$ cat config.mk
export PLATFORM = sky130hd
export DESIGN_NAME = ppg_led_adc_sequencer
export DESIGN_NICKNAME = d
export VERILOG_FILES = /design/src/rtl/ppg_led_adc_sequencer.sv
export SDC_FILE = /design/constraint.sdc
export NUM_CORES = 1
export LEC_CHECK = 0
export ABC_AREA = 1
export BUFFER_PORTS_ARGS = -buffer_cell sky130_fd_sc_hd__buf_2
export CAP_MARGIN = 20
export CORE_ASPECT_RATIO = 0.75
export CORE_UTILIZATION = 25
export DETAILED_ROUTE_END_ITERATION = 8
export GPL_TIMING_DRIVEN = 0
export MAX_ROUTING_LAYER = met4
export SETUP_SLACK_MARGIN = 0.4
export SLEW_MARGIN = 20
export SYNTH_ARGS = -nofsm -noshare
export SYNTH_HDL_FRONTEND = slang
export SYNTH_SLANG_ARGS = --single-unit
export TNS_END_PERCENT = 1
$ cat constraint.sdc
create_clock -name CLK -period 3.22 [get_ports CLK]
set_input_delay 0.483 -clock CLK [delete_from_list [all_inputs] [get_ports CLK]]
set_output_delay 0.483 -clock CLK [all_outputs]
set_load 0.02 [all_outputs]
$ cat src/rtl/ppg_led_adc_sequencer.sv
// ppg_led_adc_sequencer: alternates IR/red LEDs, fires one settled ADC conversion per
// phase and routes each result to its channel with a one-cycle valid strobe.
module ppg_led_adc_sequencer #(
   parameter int PHASE_CYCLES  = 500000,
   parameter int SETTLE_CYCLES = 50000,
   parameter int ADC_TIMEOUT   = 1000
) (
   input  logic       CLK,
   input  logic       rst,
   input  logic       Enable,
   input  logic [7:0] ADC_Data,
   input  logic       ADC_Done,
   input  logic       Err_Clear,
   output logic       LED_IR,
   output logic       LED_Red,
   output logic       ADC_Start,
   output logic [7:0] IR_ADC_Value,
   output logic       IR_Valid,
   output logic [7:0] Red_ADC_Value,
   output logic       Red_Valid,
   output logic       Channel_Sel,
   output logic       Timeout_Err
);
   localparam int CW = $clog2(PHASE_CYCLES);
   localparam int WW = $clog2(ADC_TIMEOUT + 1);
   typedef enum logic [1:0] {IDLE, SETTLE, CONVERT, HOLD} state_t;
   state_t        r_state, w_state;
   logic [CW-1:0] r_cnt, w_cnt;
   logic [WW-1:0] r_wcnt, w_wcnt;
   logic [7:0]    r_ir_val, w_ir_val, r_red_val, w_red_val;
   logic          r_ch, w_ch, r_start, w_start, r_ir_vld, w_ir_vld, r_red_vld, w_red_vld;
   logic          r_led_ir, r_led_red, r_err, w_tmo, w_phase_end;
   assign w_phase_end = r_cnt == CW'(PHASE_CYCLES - 1);
   always_ff @(posedge CLK) begin
      if (rst) begin
         r_state   <= IDLE;
         r_cnt     <= '0;
         r_wcnt    <= '0;
         r_ch      <= 1'b0;
         r_start   <= 1'b0;
         r_ir_val  <= '0;
         r_red_val <= '0;
         r_ir_vld  <= 1'b0;
         r_red_vld <= 1'b0;
         r_led_ir  <= 1'b0;
         r_led_red <= 1'b0;
         r_err     <= 1'b0;
      end else begin
         r_state   <= w_state;
         r_cnt     <= w_cnt;
         r_wcnt    <= w_wcnt;
         r_ch      <= w_ch;
         r_start   <= w_start;
         r_ir_val  <= w_ir_val;
         r_red_val <= w_red_val;
         r_ir_vld  <= w_ir_vld;
         r_red_vld <= w_red_vld;
         r_led_ir  <= Enable & ~w_ch;
         r_led_red <= Enable & w_ch;
         r_err     <= w_tmo | (r_err & ~Err_Clear);
      end
   end
   always_comb begin
      w_state   = r_state;
      w_cnt     = r_cnt + CW'(1);
      w_wcnt    = r_wcnt;
      w_ch      = r_ch;
      w_start   = 1'b0;
      w_ir_val  = r_ir_val;
      w_red_val = r_red_val;
      w_ir_vld  = 1'b0;
      w_red_vld = 1'b0;
      w_tmo     = 1'b0;
      if (!Enable) begin
         w_state = IDLE;
         w_cnt   = '0;
         w_wcnt  = '0;
         w_ch    = 1'b0;
      end else if (r_state == IDLE) begin
         w_state = SETTLE;
         w_cnt   = '0;
      end else if (w_phase_end) begin
         // phase boundary overrides everything, abandoning any conversion in flight
         w_state = SETTLE;
         w_cnt   = '0;
         w_ch    = ~r_ch;
      end else if (r_state == SETTLE && r_cnt == CW'(SETTLE_CYCLES - 1)) begin
         w_state = CONVERT;
         w_start = 1'b1;
         w_wcnt  = '0;
      end else if (r_state == CONVERT) begin
         w_wcnt = r_wcnt + WW'(1);
         if (ADC_Done) begin
            w_state   = HOLD;
            w_ir_val  = r_ch ? r_ir_val : ADC_Data;
            w_red_val = r_ch ? ADC_Data : r_red_val;
            w_ir_vld  = ~r_ch;
            w_red_vld = r_ch;
         end else if (r_wcnt == WW'(ADC_TIMEOUT - 1)) begin
            w_state = HOLD;
            w_tmo   = 1'b1;
         end
      end
   end
   assign LED_IR        = r_led_ir;
   assign LED_Red       = r_led_red;
   assign ADC_Start     = r_start;
   assign IR_ADC_Value  = r_ir_val;
   assign IR_Valid      = r_ir_vld;
   assign Red_ADC_Value = r_red_val;
   assign Red_Valid     = r_red_vld;
   assign Channel_Sel   = r_ch;
   assign Timeout_Err   = r_err;
endmodule

==> run_results.csv, run 1 <==
group,metric,value,unit
clocking,ctsHoldBuffers,0,
critical_path,cp_data_required_time,3.44,ns
critical_path,critPathLaunchType,"flop",
global_route,grt_max_degree,16,
floorplan,floorplan.initialDensity,0.256,
place,numPortBuffers,35,
synth,synth.distinct_cells,33,
synth,synthCells,427,
floorplan,io_pins,36,
finish,drive_gt1_frac,0.153,
outcome,status,"finished, final reports clean",
critical_path,cp_max_fo,10,
sta,skew,0.00771,ns
synth,ys_ff_latch,53,
synth,yosys.area.top_type,"dfxtp_1",
floorplan,die_y,93.7,um
critical_path,ff2ff_setup_slack,1.24,ns
sta,period_minus_slack,1.98,ns
floorplan,rows,33,
sta,finalSetupViolCount,0,
sta,worstMarginPinSlew,0.605,ns
clocking,cts_buffers,5,
synth,synth-edff-count,0,
clocking,cts_tree,"yes",
critical_path,crit_top_cell,"nor2_1",
critical_path,worstSetupEndpointType,"flop",
power_and_ir_drop,vdd_drop_max,0.191,mV
power_and_ir_drop,power,1.34,mW
route,drtAntennaViolNets,0,
synth,ys_seq_area_frac,0.378,
clocking,cts.htree.levels,2,
route,num_vias,2676,
synth,synth_most_common_cell,"nand2_1",
sta,slew_viol_final,0,
route,dr.pass1.iters,5,
place,dp_hpwl,5.07,mm
sta,max_freq,505,MHz
synth,synth_flop_cell,"dfxtp_1",
synth,yosysWarnings,0,
floorplan,die_area,0.0117,mm^2
route,drcViolationCount,0,
clocking,path_clk_slew,0.06,ns
global_route,globalRouteTotalUtil,0.123,
synth,syn_nets,442,
sta,rsz0062_at_grt,"false",
synth,synthTopCellsByCount,"nand2_1, inv_1, nor2_1",
clocking,clock_path_buffers,2,
power_and_ir_drop,p_leak,1.40,nW
critical_path,critPathMaxStageDelay,0.36,ns
synth,synth_top_area_share,0.378,
synth,synth_area_leaders,"dfxtp_1, nand2_1, inv_1",
finish,diodes,0,
sta,finalHoldViolCount,0,
run,cap_violations,0,
global_route,antenna_found_initial,0,
critical_path,crit_path_top_delay_cell,"dfxtp_1",
hold_path,worstHoldPathType,"primary input to flop",
floorplan,core_area,0.0109,mm^2
clocking,clk_latency,0.29,ns
power_and_ir_drop,power_density,404,mW/mm^2
global_route,grt_pass1_vias,2381,
critical_path,worstPathCellList,"ha_1 > nand3_2 > nor2_1 > nand3_1 > nand2_2 > nor2_1 > inv_2 > buf_6 > a21oi_1",
global_route,grt_pass1_wl,11.3,mm
sta,finalCritPeriodShare,0.615,
sta,maxSlewHeadroom,0.593,
finish,final_nets,484,
route,routed_via_density,4.39,
clocking,ctsRootBufferMaster,"clkbuf_16",
synth,synthArstFlopShare,0,
clocking,cts.sinks,53,
route,drtIter0Drc,171,
synth,syn_area_per_cell,6.57,um^2
critical_path,critical_path_class,"flop to flop",
floorplan,die_width,124,um
synth,synth_area,0.00281,mm^2
route,wl_per_cell,10.8,um
finish,area_growth,18.6,%
clocking,cts_setup_buffers,0,
critical_path,cp.arrival,2.20,ns
place,gp_congestion,0.873,
clocking,cts_resized,0,
sta,tns,0,ns
route,drt_wl_total,6.59,mm
global_route,globalRouteOverflowTotal,0,
[worst max-delay path: cells and delay by family, from the launching register on]
| family | cells | cell delay, ns |
|---|---|---|
| AOI/OAI and AO/OA | 1 | 0.10 |
| adders and majority gates | 1 | 0.26 |
| buffers and inverters | 2 | 0.38 |
| DFF | 1 | 0.36 |
| and+or+nand+nor | 5 | 0.80 |
[worst paths after layout]
kind                  to  startpoint  depth (start not counted)
min          Timeout_Err   Err_Clear                          2
max             r_cnt[9]    r_cnt[0]                          9
max reg2reg     r_cnt[9]    r_cnt[0]                          9
min reg2reg     r_cnt[8]    r_cnt[8]                          2
[cells by family (layout without fill, tap and decap cells)]
| group | after synthesis | after routing | share of synthesized area |
|---|---|---|---|
| simple gates | 251 | 251 | 0.420 |
| buf+inv | 91 | 134 | 0.129 |
| flops | 53 | 53 | 0.378 |
| compound gates | 24 | 24 | 0.0446 |
| xor+xnor | 6 | 6 | 0.0187 |
| fa+ha+maj | 2 | 2 | 0.00892 |
[registers in the layout (all words and copies together) (netlist names)]
signal         flops
IR_ADC_Value       8
r_state            2
ADC_Start          1
r_cnt             19
Channel_Sel        1
r_wcnt            10
Red_Valid          1
Red_ADC_Value      8
Timeout_Err        1
LED_IR             1
IR_Valid           1
[stage by stage]
step / instances / worst slack, ns / util / hold WS, ns / instance area, um^2
6_report: 610 / 1.24 / 0.304 / 0.395 / 3330
5_1_grt: 610 / 1.02 / 0.304 / 0.393 / 3330
4_1_cts: 610 / 1.20 / 0.304 / 0.380 / 3330
3_5_place_dp: 602 / 1.21 / 0.288 / 0.472 / 3160
3_3_place_gp: 602 / 1.21 / 0.288 / 0.469 / 3160
2_1_floorplan: 427 / 1.67 / - / 0.441 / 2810
[layout make-up]
cell class | instances | area (um^2)
Clock buffer | 7 | 143
Sequential cell | 53 | 1060
Clock inverter | 1 | 30.0
Fill cell | 1178 | 7610
Timing Repair Buffer | 35 | 175
Tap cell | 140 | 175
Inverter | 84 | 315
Multi-Input combinational cell | 283 | 1380
Buffer | 7 | 47.5
[cells in the final DEF, fill, tap and decap left out, types with 3 or more instances in the layout]
cell        n
nand3_1    21
inv_2       4
xor2_1      5
nand2_1    99
nor3_1     17
dfxtp_1    53
nand4_1    25
inv_1      80
clkbuf_1    3
nor2_2      6
clkbuf_16   5
nor2_1     62
or2_2       4
buf_2      37
a21oi_1    15
o21ai_0     6
[metal layers]
layer / track usage / up-vias / wire length [um]
met2: 0.176 / 67 / 2690
li1: - / 1419 / -
met3: 0.0159 / 9 / 280
met4: 0.0502 / 0 / 93
met5: - / - / 0
met1: 0.174 / 1181 / 3520
[power by group]
part           internal [mW]  switching [mW]  total [mW]
registers              0.657         0.00312       0.660
logic                 0.0189          0.0399      0.0589
clock network          0.389           0.236       0.624
total                   1.07           0.279        1.34
(Power assumes the default switching activity.)
==> run 2: changes to the inputs <==
ABC_AREA = 0   (was 1)
clock period = 1.65 ns   (was 3.22 ns; I/O delays follow)
==> run 2 against run 1 <==
  * The run now fails in detailed routing
  * Global-route usage shrank 0.49 points
  * Synthesized area decreased by 16%
  * Synthesized cell count is 40% lower
==> run_results.csv, run 2 <==
group,metric,value,unit
outcome,status,"did not finish",
outcome,haltStage,"detailed routing",
outcome,firstError,"[ERROR DRT-0255] Maze Route cannot find path of net CLK in worker of routeBox ( 96600 0 ) ( 113795 48300 ).",
sta,worst_endpoint,"r_wcnt[8]$_SDFFE_PP0P_/D",
synth,synth_flop_cell,"dfxtp_1",
place,post-place-ws,-0.637,ns
floorplan,rows,30,
synth,synth-edff-count,0,
synth,synthArstFlopShare,0,
place,placed_cell_area,0.00268,mm^2
global_route,grt_max_degree,20,
floorplan,die_width,114,um
synth,ys_seq_area_frac,0.453,
synth,synthCells,256,
clocking,ctsHoldBuffers,0,
synth,synth_area,0.00234,mm^2
global_route,globalRouteOverflowTotal,0,
synth,syn_area_per_cell,9.15,um^2
floorplan,die_y,85.9,um
sta,worst_endpoint_kind,"sequential cell input",
synth,syn_nets,271,
place,dp_hpwl,3.65,mm
clocking,clock_path_buffers,2,
floorplan,io_pins,36,
clocking,cts.htree.levels,2,
place,numPortBuffers,34,
synth,synth_top_area_share,0.453,
synth,ys_ff_latch,53,
floorplan,floorplan.initialDensity,0.258,
place,gp_congestion,0.729,
global_route,globalRouteTotalUtil,0.118,
synth,yosysWarnings,0,
global_route,grt_pass1_vias,1735,
place,dp.cells,418,
global_route,grt_pass1_wl,8.70,mm
clocking,cts_buffers,5,
synth,yosys.area.top_type,"dfxtp_1",
synth,synthTopCellsByCount,"dfxtp_1, nor2_1, mux2i_1, nand2_1, xnor2_1",
synth,synth_most_common_cell,"dfxtp_1",
synth,synth_area_leaders,"dfxtp_1, nor2_1, mux2i_1",
clocking,ctsRootBufferMaster,"clkbuf_16",
synth,synth.distinct_cells,43,
clocking,cts.sinks,53,
global_route,antenna_found_initial,0,
==> run 2: cell count changes after synthesis, moves of 6 or more <==
| cell | previous run | this run |
|---|---|---|
| a21oi_1 | 15 | 2 |
| nand3_1 | 21 | 9 |
| nor3_1 | 17 | 6 |
| inv_1 | 80 | 4 |
| nand2_1 | 99 | 17 |
| nor2_2 | 6 | 0 |
| nor2_1 | 62 | 48 |
| mux2i_1 | 0 | 17 |
| o211ai_1 | 0 | 6 |
| nand4_1 | 25 | 9 |
| xnor2_1 | 1 | 13 |
==> run 2: through the flow <==
step | hold WS (ns) | TNS (ns) | util
detailed placement | 0.447 | -25.43 | 0.295
CTS | 0.119 | -11.56 | 0.321
floorplan | 0.351 | -5.80 | -
global route | 0.116 | -12.77 | 0.339
global placement | 0.440 | -26.72 | 0.295
==> run 2: logic make-up after synthesis <==
logic type / count (synthesis) / synth area share
flip-flops: 53 / 0.453
multiplexers: 17 / 0.0726
adder cells (fa/ha/maj): 2 / 0.0107
AND/OR/NAND/NOR: 127 / 0.288
buffers and inverters: 13 / 0.0256
AO/OA/AOI/OAI: 26 / 0.0828
XOR/XNOR: 18 / 0.0673
==> run 2: routing by layer <==
metal  global-route usage
met2                0.160
met4               0.0390
met1                0.159
met5                    -
met3               0.0445
==> run 2: repair_timing <==
item / in CTS / in global routing
pin swaps: 3 / 13
endpoints found under the setup margin: 54 / 53
gates resized for setup: 17 / 37
setup buffers: 2 / 7
gates cloned: 0 / 0
==> run 3: changes to the inputs <==
CORE_ASPECT_RATIO = default   (was 0.75)
CORE_UTILIZATION = 20   (was 25)
MAX_ROUTING_LAYER = default   (was met4)
PLACE_DENSITY_LB_ADDON = 0.15   (was default)
SETUP_SLACK_MARGIN = default   (was 0.4)
clock period = 2.15 ns   (was 1.65 ns; I/O delays follow)
==> run 3 against run 2 <==
  * The flow now finishes, with violations (setup timing)
  * Global-route usage fell by 2.3 points
  * Synthesized area did not move
  * Synthesized cell count did not move
==> run_results.csv, run 3 <==
group,metric,value,unit
route,wl_met1,2.66,mm
clocking,cts_buffers,5,
finish,regMostFlops,"r_cnt",
sta,slew_viol_final,0,
floorplan,io_pins,36,
route,met2WireLength,2.67,mm
power_and_ir_drop,p_leak,1.18,nW
critical_path,cp_data_required_time,2.39,ns
route,drt_wl_total,5.54,mm
outcome,violations,"setup timing",
critical_path,worstPathCellList,"or4_4 > nor4_4 > a21oi_4 > buf_6 > or4b_1 > nand2_1",
route,dr.pass1.iters,6,
synth,ys_seq_area_frac,0.453,
route,route.met3.wl,111,um
route,wl_per_cell,12.4,um
synth,yosys.area.top_type,"dfxtp_1",
finish,final_cell_mix,"dfxtp_1, nor2_1, buf_2, nand2_1, mux2i_1",
finish,drive_gt1_frac,0.230,
sta,maxSlewHeadroom,0.684,
route,top_layer,"met4",
route,drcViolationCount,0,
place,numPortBuffers,34,
finish,utilization,0.259,
synth,syn_nets,271,
sta,skew,0.00754,ns
synth,yosysWarnings,0,
synth,synth_area_leaders,"dfxtp_1, nor2_1, mux2i_1",
finish,largest_reg_flops,19,
critical_path,crit_buf_inv,1,
critical_path,critical_path_class,"flop to flop",
synth,synth_area,0.00234,mm^2
power_and_ir_drop,power_density,629,mW/mm^2
power_and_ir_drop,vdd_drop_max,0.298,mV
synth,ys_ff_latch,53,
route,routed_via_density,4.43,
finish,area_growth,26.1,%
synth,synth_flop_cell,"dfxtp_1",
critical_path,cp.arrival,2.44,ns
global_route,globalRouteOverflowTotal,0,
sta,finalHoldViolCount,0,
global_route,globalRouteTotalUtil,0.0948,
finish,diodes,0,
hold_path,worstHoldPathType,"primary input to flop",
finish,largest_registers,"r_cnt: 19 flops, r_wcnt: 10 flops",
clocking,clk_latency,0.29,ns
critical_path,ff2ff_setup_slack,-0.05,ns
run,cap_violations,0,
sta,tns,-0.0473,ns
clocking,ctsHoldBuffers,0,
synth,synth.distinct_cells,43,
power_and_ir_drop,power_switching,418,uW
floorplan,die_area,0.0122,mm^2
global_route,grt_max_degree,19,
finish,multi_input_area,0.00127,mm^2
global_route,grt_pass1_wl,8.77,mm
route,num_vias,1978,
critical_path,crit_path_top_delay_cell,"or4_4",
clocking,ctsRootBufferMaster,"clkbuf_16",
floorplan,floorplan.initialDensity,0.205,
route,drtIter0Drc,64,
place,dp_hpwl,4.04,mm
floorplan,die_y,110,um
sta,max_freq,455,MHz
floorplan,core_area,0.0114,mm^2
outcome,status,"finished, violations left",
sta,period_minus_slack,2.20,ns
finish,final_nets,318,
synth,synthCells,256,
critical_path,cp_max_fo,8,
sta,layout_setup_ws,-0.0473,ns
critical_path,crit_family,"simple AND/OR/NAND/NOR gates",
global_route,grt_pass1_vias,1763,
sta,finalCritPeriodShare,1.02,
finish,layout_commonest_cell,"dfxtp_1",
place,gp_congestion,0.714,
sta,worstMarginPinSlew,0.474,ns
synth,synth_most_common_cell,"dfxtp_1",
floorplan,rows,39,
power_and_ir_drop,p_comb_frac,0.024,
clocking,cts.htree.levels,2,
clocking,cts.sinks,53,
power_and_ir_drop,pwr-share-clk,0.446,
power_and_ir_drop,intPower,1.44,mW
synth,synthArstFlopShare,0,
sta,finalSetupViolCount,1,
critical_path,critPathMaxStageDelay,0.54,ns
synth,synth-edff-count,0,
floorplan,die_width,110,um
synth,syn_area_per_cell,9.15,um^2
finish,register_area,0.00107,mm^2
synth,synthTopCellsByCount,"dfxtp_1, nor2_1, mux2i_1, nand2_1, xnor2_1",
critical_path,worstSetupEndpointType,"flop",
route,drtAntennaViolNets,0,
clocking,cts_tree,"yes",
clocking,path_clk_slew,0.07,ns
global_route,antenna_found_initial,0,
clocking,clock_path_buffers,2,
power_and_ir_drop,p_seq_frac,0.530,
synth,synth_top_area_share,0.453,
power_and_ir_drop,swShare,0.225,
critical_path,critPathLaunchType,"flop",
sta,rsz0062_at_grt,"true",
finish,fillCellCount,1270,
==> run 3: cell counts after synthesis <==
Identical to the previous run, type by type.
==> run 3: layout make-up <==
cell class | instances | area share
plain buffers | 9 | 0.0178
clock buffers | 5 | 0.0424
clock inverters | 3 | 0.00889
inverters | 4 | 0.00508
multi-input cells | 190 | 0.431
flip-flops and latches | 53 | 0.361
well taps | 143 | 0.0606
repair buffers | 40 | 0.0729
==> run 3: cell families (layout without fill, tap and decap cells) <==
group                    after synthesis  count (layout)  synth area share
multiplexers                          17              17            0.0726
buffers and inverters                 13              61            0.0256
AO/OA/AOI/OAI                         26              26            0.0828
adder cells (fa/ha/maj)                2               2            0.0107
AND/OR/NAND/NOR                      127             127             0.288
XOR/XNOR                              18              18            0.0673
flip-flops                            53              53             0.453
==> run 3: timing repair <==
item                                    4_1_cts  5_1_grt
buffers inserted                              2        4
pin swaps                                     1        7
resized for setup                             6       16
endpoints found under the setup margin       42       42
==> run 3: per-layer routing <==
layer,track usage,vias up
met4,0.0395,0
met3,0.0218,8
li1,-,1004
met5,0,-
met1,0.121,949
met2,0.152,17
==> run 3: power groups by stage <==
stage	sequential (mW)	combinational [mW]	clock (mW)
after global routing	0.985	0.0495	0.919
after floorplan	1.01	0.0198	0
after global placement	1.01	0.0446	0
after detailed placement	1.01	0.0447	0
final	0.984	0.0447	0.828
after CTS	0.986	0.0457	0.869
==> run 3: worst paths after layout <==
kind | from | endpoint | cells after the start
min reg2reg | r_cnt[0] | r_cnt[0] | 1
max reg2reg | r_cnt[16] | r_wcnt[8] | 6
min | Err_Clear | Timeout_Err | 2
max | r_cnt[16] | r_wcnt[8] | 6
==> run 3: worst reg2reg max path: stages (launching register included) <==
cell and delay, ns:
dfxtp_4 0.34, or4_4 0.54, nor4_4 0.39, a21oi_4 0.14
buf_6 0.17, or4b_1 0.51, nand2_1 0.06
==> run 3: stage by stage <==
stage	area (um^2)	worst slack (ns)	power, mW	std cells	hold slack, ns
after floorplan	2340	0.197	1.03	256	0.426
after global placement	2690	-0.278	1.05	433	0.446
after detailed placement	2690	-0.294	1.05	433	0.451
after CTS	2890	0.0151	1.90	443	0.201
after global routing	2950	-0.109	1.95	447	0.205
final	2950	-0.0473	1.86	447	0.210
